<file path="src/rtl/axi_err_pkg.sv">
// rtl/axi_err_pkg.sv - shared types and parameter defaults for the AXI error slave
// Contents: resp_t (AXI response codes), burst_t (AXI burst types), DEF_* defaults.
package axi_err_pkg;

  typedef enum logic [1:0] {
    RESP_OKAY   = 2'b00,
    RESP_EXOKAY = 2'b01,
    RESP_SLVERR = 2'b10,
    RESP_DECERR = 2'b11
  } resp_t;

  typedef enum logic [1:0] {
    BURST_FIXED = 2'b00,
    BURST_INCR  = 2'b01,
    BURST_WRAP  = 2'b10,
    BURST_RSVD  = 2'b11
  } burst_t;

  localparam int         DEF_ID_W   = 8;
  localparam int         DEF_ADDR_W = 32;
  localparam int         DEF_DATA_W = 32;
  localparam int         DEF_LEN_W  = 4;
  localparam int         DEF_DEPTH  = 2;
  localparam logic [1:0] DEF_RESP   = RESP_DECERR;

endpackage

</file>
<file path="src/rtl/axi_err_fifo.sv">
// rtl/axi_err_fifo.sv - small synchronous FIFO used for the AR, AW and B queues
// Ports: clk, rst (async, active-high); push/din write side; pop read side;
//        full/empty status; head = oldest entry (zero when empty after reset).
// A push while full or a pop while empty is ignored.
module axi_err_fifo #(
  parameter int WIDTH = 8,
  parameter int DEPTH = 2
) (
  input  logic             clk,
  input  logic             rst,
  input  logic             push,
  input  logic [WIDTH-1:0] din,
  input  logic             pop,
  output logic             full,
  output logic             empty,
  output logic [WIDTH-1:0] head
);

  // DEPTH = 1 still needs a 1-bit pointer; it simply never advances.
  localparam int PW = (DEPTH > 1) ? $clog2(DEPTH) : 1;
  localparam int CW = $clog2(DEPTH + 1);

  logic [WIDTH-1:0] mem_q [DEPTH];
  logic [WIDTH-1:0] mem_d [DEPTH];
  logic [PW-1:0]    wr_ptr_q, wr_ptr_d, rd_ptr_q, rd_ptr_d;
  logic [CW-1:0]    cnt_q, cnt_d;
  logic             push_ok, pop_ok;

  function automatic logic [PW-1:0] ptr_inc(input logic [PW-1:0] p);
    return (p == PW'(DEPTH - 1)) ? '0 : p + 1'b1;
  endfunction

  assign full    = (cnt_q == CW'(DEPTH));
  assign empty   = (cnt_q == '0);
  assign head    = mem_q[rd_ptr_q];
  assign push_ok = push && !full;
  assign pop_ok  = pop && !empty;

  always_comb begin
    mem_d = mem_q;
    if (push_ok) mem_d[wr_ptr_q] = din;
    wr_ptr_d = push_ok ? ptr_inc(wr_ptr_q) : wr_ptr_q;
    rd_ptr_d = pop_ok ? ptr_inc(rd_ptr_q) : rd_ptr_q;
    cnt_d    = cnt_q + CW'(push_ok) - CW'(pop_ok);
  end

  always_ff @(posedge clk or posedge rst) begin
    if (rst) begin
      mem_q    <= '{default: '0};
      wr_ptr_q <= '0;
      rd_ptr_q <= '0;
      cnt_q    <= '0;
    end else begin
      mem_q    <= mem_d;
      wr_ptr_q <= wr_ptr_d;
      rd_ptr_q <= rd_ptr_d;
      cnt_q    <= cnt_d;
    end
  end

endmodule

</file>
<file path="src/rtl/axi_err_slave.sv">
// rtl/axi_err_slave.sv - AXI default slave answering every burst with an error code
// Ports: ACLK, ARESET (async, active-high); AR/R read channels; AW/W/B write
//        channels; proto_err = sticky flag for WLAST not matching AWLEN.
// Read bursts are returned at full length with RDATA = 0; each write burst gets
// one B response. Addresses, sizes, burst types and write data are ignored.
module axi_err_slave
  import axi_err_pkg::*;
#(
  parameter int         ID_W   = DEF_ID_W,
  parameter int         ADDR_W = DEF_ADDR_W,
  parameter int         DATA_W = DEF_DATA_W,
  parameter int         LEN_W  = DEF_LEN_W,
  parameter int         DEPTH  = DEF_DEPTH,
  parameter logic [1:0] RESP   = DEF_RESP
) (
  input  logic                ACLK,
  input  logic                ARESET,
  input  logic [ID_W-1:0]     ARID,
  input  logic [ADDR_W-1:0]   ARADDR,
  input  logic [LEN_W-1:0]    ARLEN,
  input  logic [2:0]          ARSIZE,
  input  logic [1:0]          ARBURST,
  input  logic                ARVALID,
  output logic                ARREADY,
  output logic [ID_W-1:0]     RID,
  output logic [DATA_W-1:0]   RDATA,
  output logic [1:0]          RRESP,
  output logic                RLAST,
  output logic                RVALID,
  input  logic                RREADY,
  input  logic [ID_W-1:0]     AWID,
  input  logic [ADDR_W-1:0]   AWADDR,
  input  logic [LEN_W-1:0]    AWLEN,
  input  logic [2:0]          AWSIZE,
  input  logic [1:0]          AWBURST,
  input  logic                AWVALID,
  output logic                AWREADY,
  input  logic [DATA_W-1:0]   WDATA,
  input  logic [DATA_W/8-1:0] WSTRB,
  input  logic                WLAST,
  input  logic                WVALID,
  output logic                WREADY,
  output logic [ID_W-1:0]     BID,
  output logic [1:0]          BRESP,
  output logic                BVALID,
  input  logic                BREADY,
  output logic                proto_err
);

  logic                   ar_full, ar_empty, aw_full, aw_empty, b_full, b_empty;
  logic [ID_W+LEN_W-1:0]  ar_head, aw_head;
  logic [ID_W-1:0]        ar_id, aw_id;
  logic [LEN_W-1:0]       ar_len, aw_len;
  logic                   ar_push, ar_pop, aw_push, w_hs, w_end, r_hs;
  logic [LEN_W-1:0]       rbeat_q, rbeat_d, wbeat_q, wbeat_d;
  logic                   proto_err_q, proto_err_d;
  logic                   unused_inputs;

  assign unused_inputs = ^{ARADDR, ARSIZE, ARBURST, AWADDR, AWSIZE, AWBURST, WDATA, WSTRB};

  // Read path
  assign ARREADY = !ARESET && !ar_full;
  assign ar_push = ARVALID && ARREADY;
  assign {ar_id, ar_len} = ar_head;
  assign RVALID  = !ar_empty;
  assign RID     = ar_id;
  assign RDATA   = '0;
  assign RRESP   = RESP;
  assign RLAST   = RVALID && (rbeat_q == ar_len);
  assign r_hs    = RVALID && RREADY;
  assign ar_pop  = r_hs && RLAST;

  axi_err_fifo #(.WIDTH(ID_W + LEN_W), .DEPTH(DEPTH)) u_ar_q (
    .clk(ACLK), .rst(ARESET), .push(ar_push), .din({ARID, ARLEN}), .pop(ar_pop),
    .full(ar_full), .empty(ar_empty), .head(ar_head)
  );

  // Write path: W beats are only taken when their AW is known and a B slot is free,
  // so the B push on WLAST can never be dropped.
  assign AWREADY = !ARESET && !aw_full;
  assign aw_push = AWVALID && AWREADY;
  assign {aw_id, aw_len} = aw_head;
  assign WREADY  = !aw_empty && !b_full;
  assign w_hs    = WVALID && WREADY;
  assign w_end   = w_hs && WLAST;

  axi_err_fifo #(.WIDTH(ID_W + LEN_W), .DEPTH(DEPTH)) u_aw_q (
    .clk(ACLK), .rst(ARESET), .push(aw_push), .din({AWID, AWLEN}), .pop(w_end),
    .full(aw_full), .empty(aw_empty), .head(aw_head)
  );

  axi_err_fifo #(.WIDTH(ID_W), .DEPTH(DEPTH)) u_b_q (
    .clk(ACLK), .rst(ARESET), .push(w_end), .din(aw_id), .pop(BVALID && BREADY),
    .full(b_full), .empty(b_empty), .head(BID)
  );

  assign BVALID    = !b_empty;
  assign BRESP     = RESP;
  assign proto_err = proto_err_q;

  always_comb begin
    rbeat_d = rbeat_q;
    if (r_hs) rbeat_d = RLAST ? '0 : rbeat_q + 1'b1;
    wbeat_d = wbeat_q;
    if (w_hs) wbeat_d = WLAST ? '0 : wbeat_q + 1'b1;
    // Flag both an early WLAST and a missing WLAST on the expected final beat.
    proto_err_d = proto_err_q || (w_hs && (WLAST != (wbeat_q == aw_len)));
  end

  always_ff @(posedge ACLK or posedge ARESET) begin
    if (ARESET) begin
      rbeat_q     <= '0;
      wbeat_q     <= '0;
      proto_err_q <= 1'b0;
    end else begin
      rbeat_q     <= rbeat_d;
      wbeat_q     <= wbeat_d;
      proto_err_q <= proto_err_d;
    end
  end

endmodule
</file>
<file path="config.mk">
export PLATFORM = sky130hd
export DESIGN_NAME = axi_err_slave
export DESIGN_NICKNAME = d
export VERILOG_FILES = /design/src/rtl/axi_err_pkg.sv /design/src/rtl/axi_err_fifo.sv /design/src/rtl/axi_err_slave.sv
export SDC_FILE = /design/constraint.sdc
export NUM_CORES = 1
export LEC_CHECK = 0
export CAP_MARGIN = 10
export CORE_ASPECT_RATIO = 0.8
export CORE_MARGIN = 1.5
export CORE_UTILIZATION = 35
export CTS_CLUSTER_SIZE = 20
export DETAILED_ROUTE_END_ITERATION = 10
export DONT_BUFFER_PORTS = 1
export PLACE_DENSITY = 0.49
export SLEW_MARGIN = 20
export SYNTH_ARGS = -nofsm -noshare
export SYNTH_HDL_FRONTEND = slang
export SYNTH_SLANG_ARGS = --single-unit
</file>
<file path="constraint.sdc">
create_clock -name ACLK -period 3.1 [get_ports ACLK]
set_input_delay 0 -clock ACLK [delete_from_list [all_inputs] [get_ports ACLK]]
set_output_delay 0 -clock ACLK [all_outputs]
set_load 0.01 [all_outputs]
</file>
==> impl_metrics.ini <==
[finish]
final_cells = 512
nNetsFinal = 509
syn_to_final_growth_pct = 15.2
layout_commonest_cell = mux2_2
drive_above_1_share_pct = 31.9
final_cell_mix = mux2_2, dfrtp_1, conb_1, dlygate4sd3_1, inv_1
insertedDiodeCount = 0

[global_routing]
grt_use_total_pct = 13.1
grt-ovfl-total = 0
grt_max_degree = 64
grt_pass1_wl_um = 12400
antenna_found_initial = 0
grt_pass1_vias = 2396

[sta]
worst_slew_pin_slew_ns = 0.871
period_share_pct = 73.8
period_minus_slack_ns = 2.29
whs_ns = 0.0154
hold_viol_final = 0
fmaxAchievable_mhz = 437
maxSlewViolCount = 0
finalSetupViolCount = 0
grt_setup_unrepaired = no
tns_ns = 0
relSlewSlack_pct = 42.0
fin_skew_ns = 0.00477

[route]
firstDrtPassIters = 6
ant_nets = 0
vias = 2360
via_per_inst = 4.61
drt_wl_total_um = 7580
drc_errors = 0
drtIter0Drc = 42
wl_per_cell_um = 14.8

[job]
drv_cap = 0

[yosys]
synth_cell_types = 34
syn_area_per_cell_sq_um = 12.9
synth_area_leaders = dfrtp_1, mux2_2, buf_4, ha_1, mux2i_1
seq_area_frac_synth_pct = 51.3
yosysTopAreaCell = dfrtp_1
netlist_area_sq_um = 4150
syn_inst = 321
synth_seq_cells = 85
yosys.area.top_type_share_pct = 51.3
ys_warn_count = 0

[power_and_ir_drop]
clockPowerShare_pct = 21.1
intPower_mw = 3.13
leakage_nw = 2.17
pwr-share-seq_pct = 43.4
switching_power_mw = 1.58
combPwrFrac_pct = 35.5
p_per_area_nw_per_um2 = 986
ir_drop_mv = 0.415
swShare_pct = 33.5

[worst_setup_path]
crit_path_end_kind = flop
worst_ep_required_time_ns = 3.32
critPathKind = flop to flop
worstPathArrival_ns = 2.51
rr_worst_depth = 5
crit_fanout = 11
crit_path_start_kind = flop

[floorplan]
top_level_ports = 201
die_area_sq_um = 12500
core_area_sq_um = 11500
start_util_pct = 36.0
fp-row-count = 35
die-width_um = 125
chipHeight_um = 100

[place]
port_buffers = 0
placed_cells = 464
gp_congestion = 0.667
dp_hpwl_um = 5180

[clock_tree]
cts_buffers = 9
cts_tree = built
cts-root-buf = clkbuf_16
htreeDepth = 3
cts_setup_buffers = 0
cts.reportedPaths.clkPinSlew_ns = 0.06
clockBufferDepth = 2
cts.sink_count = 85
clk_latency_ns = 0.34

[min_path]
worstHoldPathType = input pin to flop
min_path_cells = 3

[outcome]
status = finished clean
==> synth_stat cells (all sizes together) <==
| library cell | instances |
|---|---|
| conb | 2 |
| nand3 | 4 |
| nor2 | 7 |
| nand2 | 9 |
| a211o | 1 |
| buf | 44 |
| dfrtp | 85 |
| mux2i | 9 |
| nor4b | 1 |
| nor3 | 4 |
| mux2 | 88 |
| xnor2 | 9 |
| or2 | 1 |
| inv | 13 |
| o221ai | 1 |
| a21oi | 5 |
| nand4 | 3 |
| a21o | 3 |
| xor2 | 10 |
| and2 | 1 |
| o21ai | 7 |
| clkbuf | 2 |
| o21bai | 2 |
| or3 | 1 |
| ha | 8 |
| or4 | 1 |
==> layer usage <==
| metal | global-route usage, % | share of wire [%] |
|---|---|---|
| met1 | 15.6 | 45 |
| met2 | 21.6 | 48 |
| met3 | 4.96 | 5.6 |
| met4 | 5.39 | 1.3 |
| met5 | 0 | 0 |
==> worst paths after layout <==
path | from | end | slack (ns)
worst min register to register | u_aw_q.mem_q[6] | u_aw_q.mem_q[6] | 0.50
worst max-delay path | u_b_q.cnt_q[1] | u_b_q.mem_q[4] | 0.81
max in group asynchronous | ARESET | u_aw_q.mem_q[18] | 2.28
worst max register to register | u_b_q.cnt_q[1] | u_b_q.mem_q[4] | 0.81
worst min-delay path | ARESET | u_ar_q.wr_ptr_q | 0.02
min in group asynchronous | ARESET | u_b_q.cnt_q[1] | 0.21
==> kinds of logic after synthesis <==
group / Yosys count / synth area share (%)
compound gates: 19 / 2.77
xor+xnor: 19 / 4.01
fa+ha+maj: 8 / 2.41
buf+inv: 59 / 9.29
flops: 85 / 51.3
mux: 97 / 26.0
other cells: 2 / 0.181
simple gates: 32 / 4.04
==> what timing repair did <==
| action | 4_1_cts | 5_1_grt |
|---|---|---|
| resized for setup | 0 | 0 |
| setup endpoints to repair | 0 | 0 |
| hold endpoints to repair | 118 | 0 |
| hold buffers | 32 | 0 |
==> flip-flops by register name, indices dropped and copies added (netlist names), 2 cells and up <==
signal,count
rbeat_q,4
u_aw_q.cnt_q,2
u_ar_q.cnt_q,2
u_ar_q.mem_q,24
u_b_q.mem_q,16
wbeat_q,4
u_aw_q.mem_q,24
u_b_q.cnt_q,2
==> final cells by class <==
type / instances / area [sq um]
fillers: 1101 / 6740
multi-input cells: 211 / 1770
repair buffers: 39 / 373
inverters: 13 / 53.8
clock inverters: 6 / 48.8
well taps: 148 / 185
clock buffers: 10 / 229
flip-flops and latches: 85 / 2130
==> metrics by stage <==
| stage | cell area (sq um) | setup slack (ns) | utilization [%] | power, mW |
|---|---|---|---|---|
| after floorplan | 4280 | 0.907 | - | 3.44 |
| after global routing | 4780 | 0.592 | 41.5 | 5.07 |
| after detailed placement | 4180 | 0.749 | 36.3 | 3.74 |
| after global placement | 4180 | 0.780 | 36.3 | 3.67 |
| after CTS | 4780 | 0.747 | 41.5 | 4.81 |
| final | 4780 | 0.811 | 41.5 | 4.71 |
==> power groups by stage <==
stage | clock [mW] | combinational (mW) | sequential, mW
5_1_grt | 1.09 | 1.84 | 2.14
2_1_floorplan | 0 | 1.55 | 1.89
3_5_place_dp | 0 | 1.67 | 2.07
4_1_cts | 1.04 | 1.71 | 2.06
3_3_place_gp | 0 | 1.62 | 2.05
6_report | 0.994 | 1.67 | 2.05
==> worst max-delay path, stage by stage, from the launching register on <==
cell and delay (ns):
dfrtp_1 0.39, inv_1 0.08, o221ai_1 0.69, nor2_2 0.21
nand2_1 0.41, mux2_2 0.39
No activity file was read; power rests on OpenSTA's default activity.
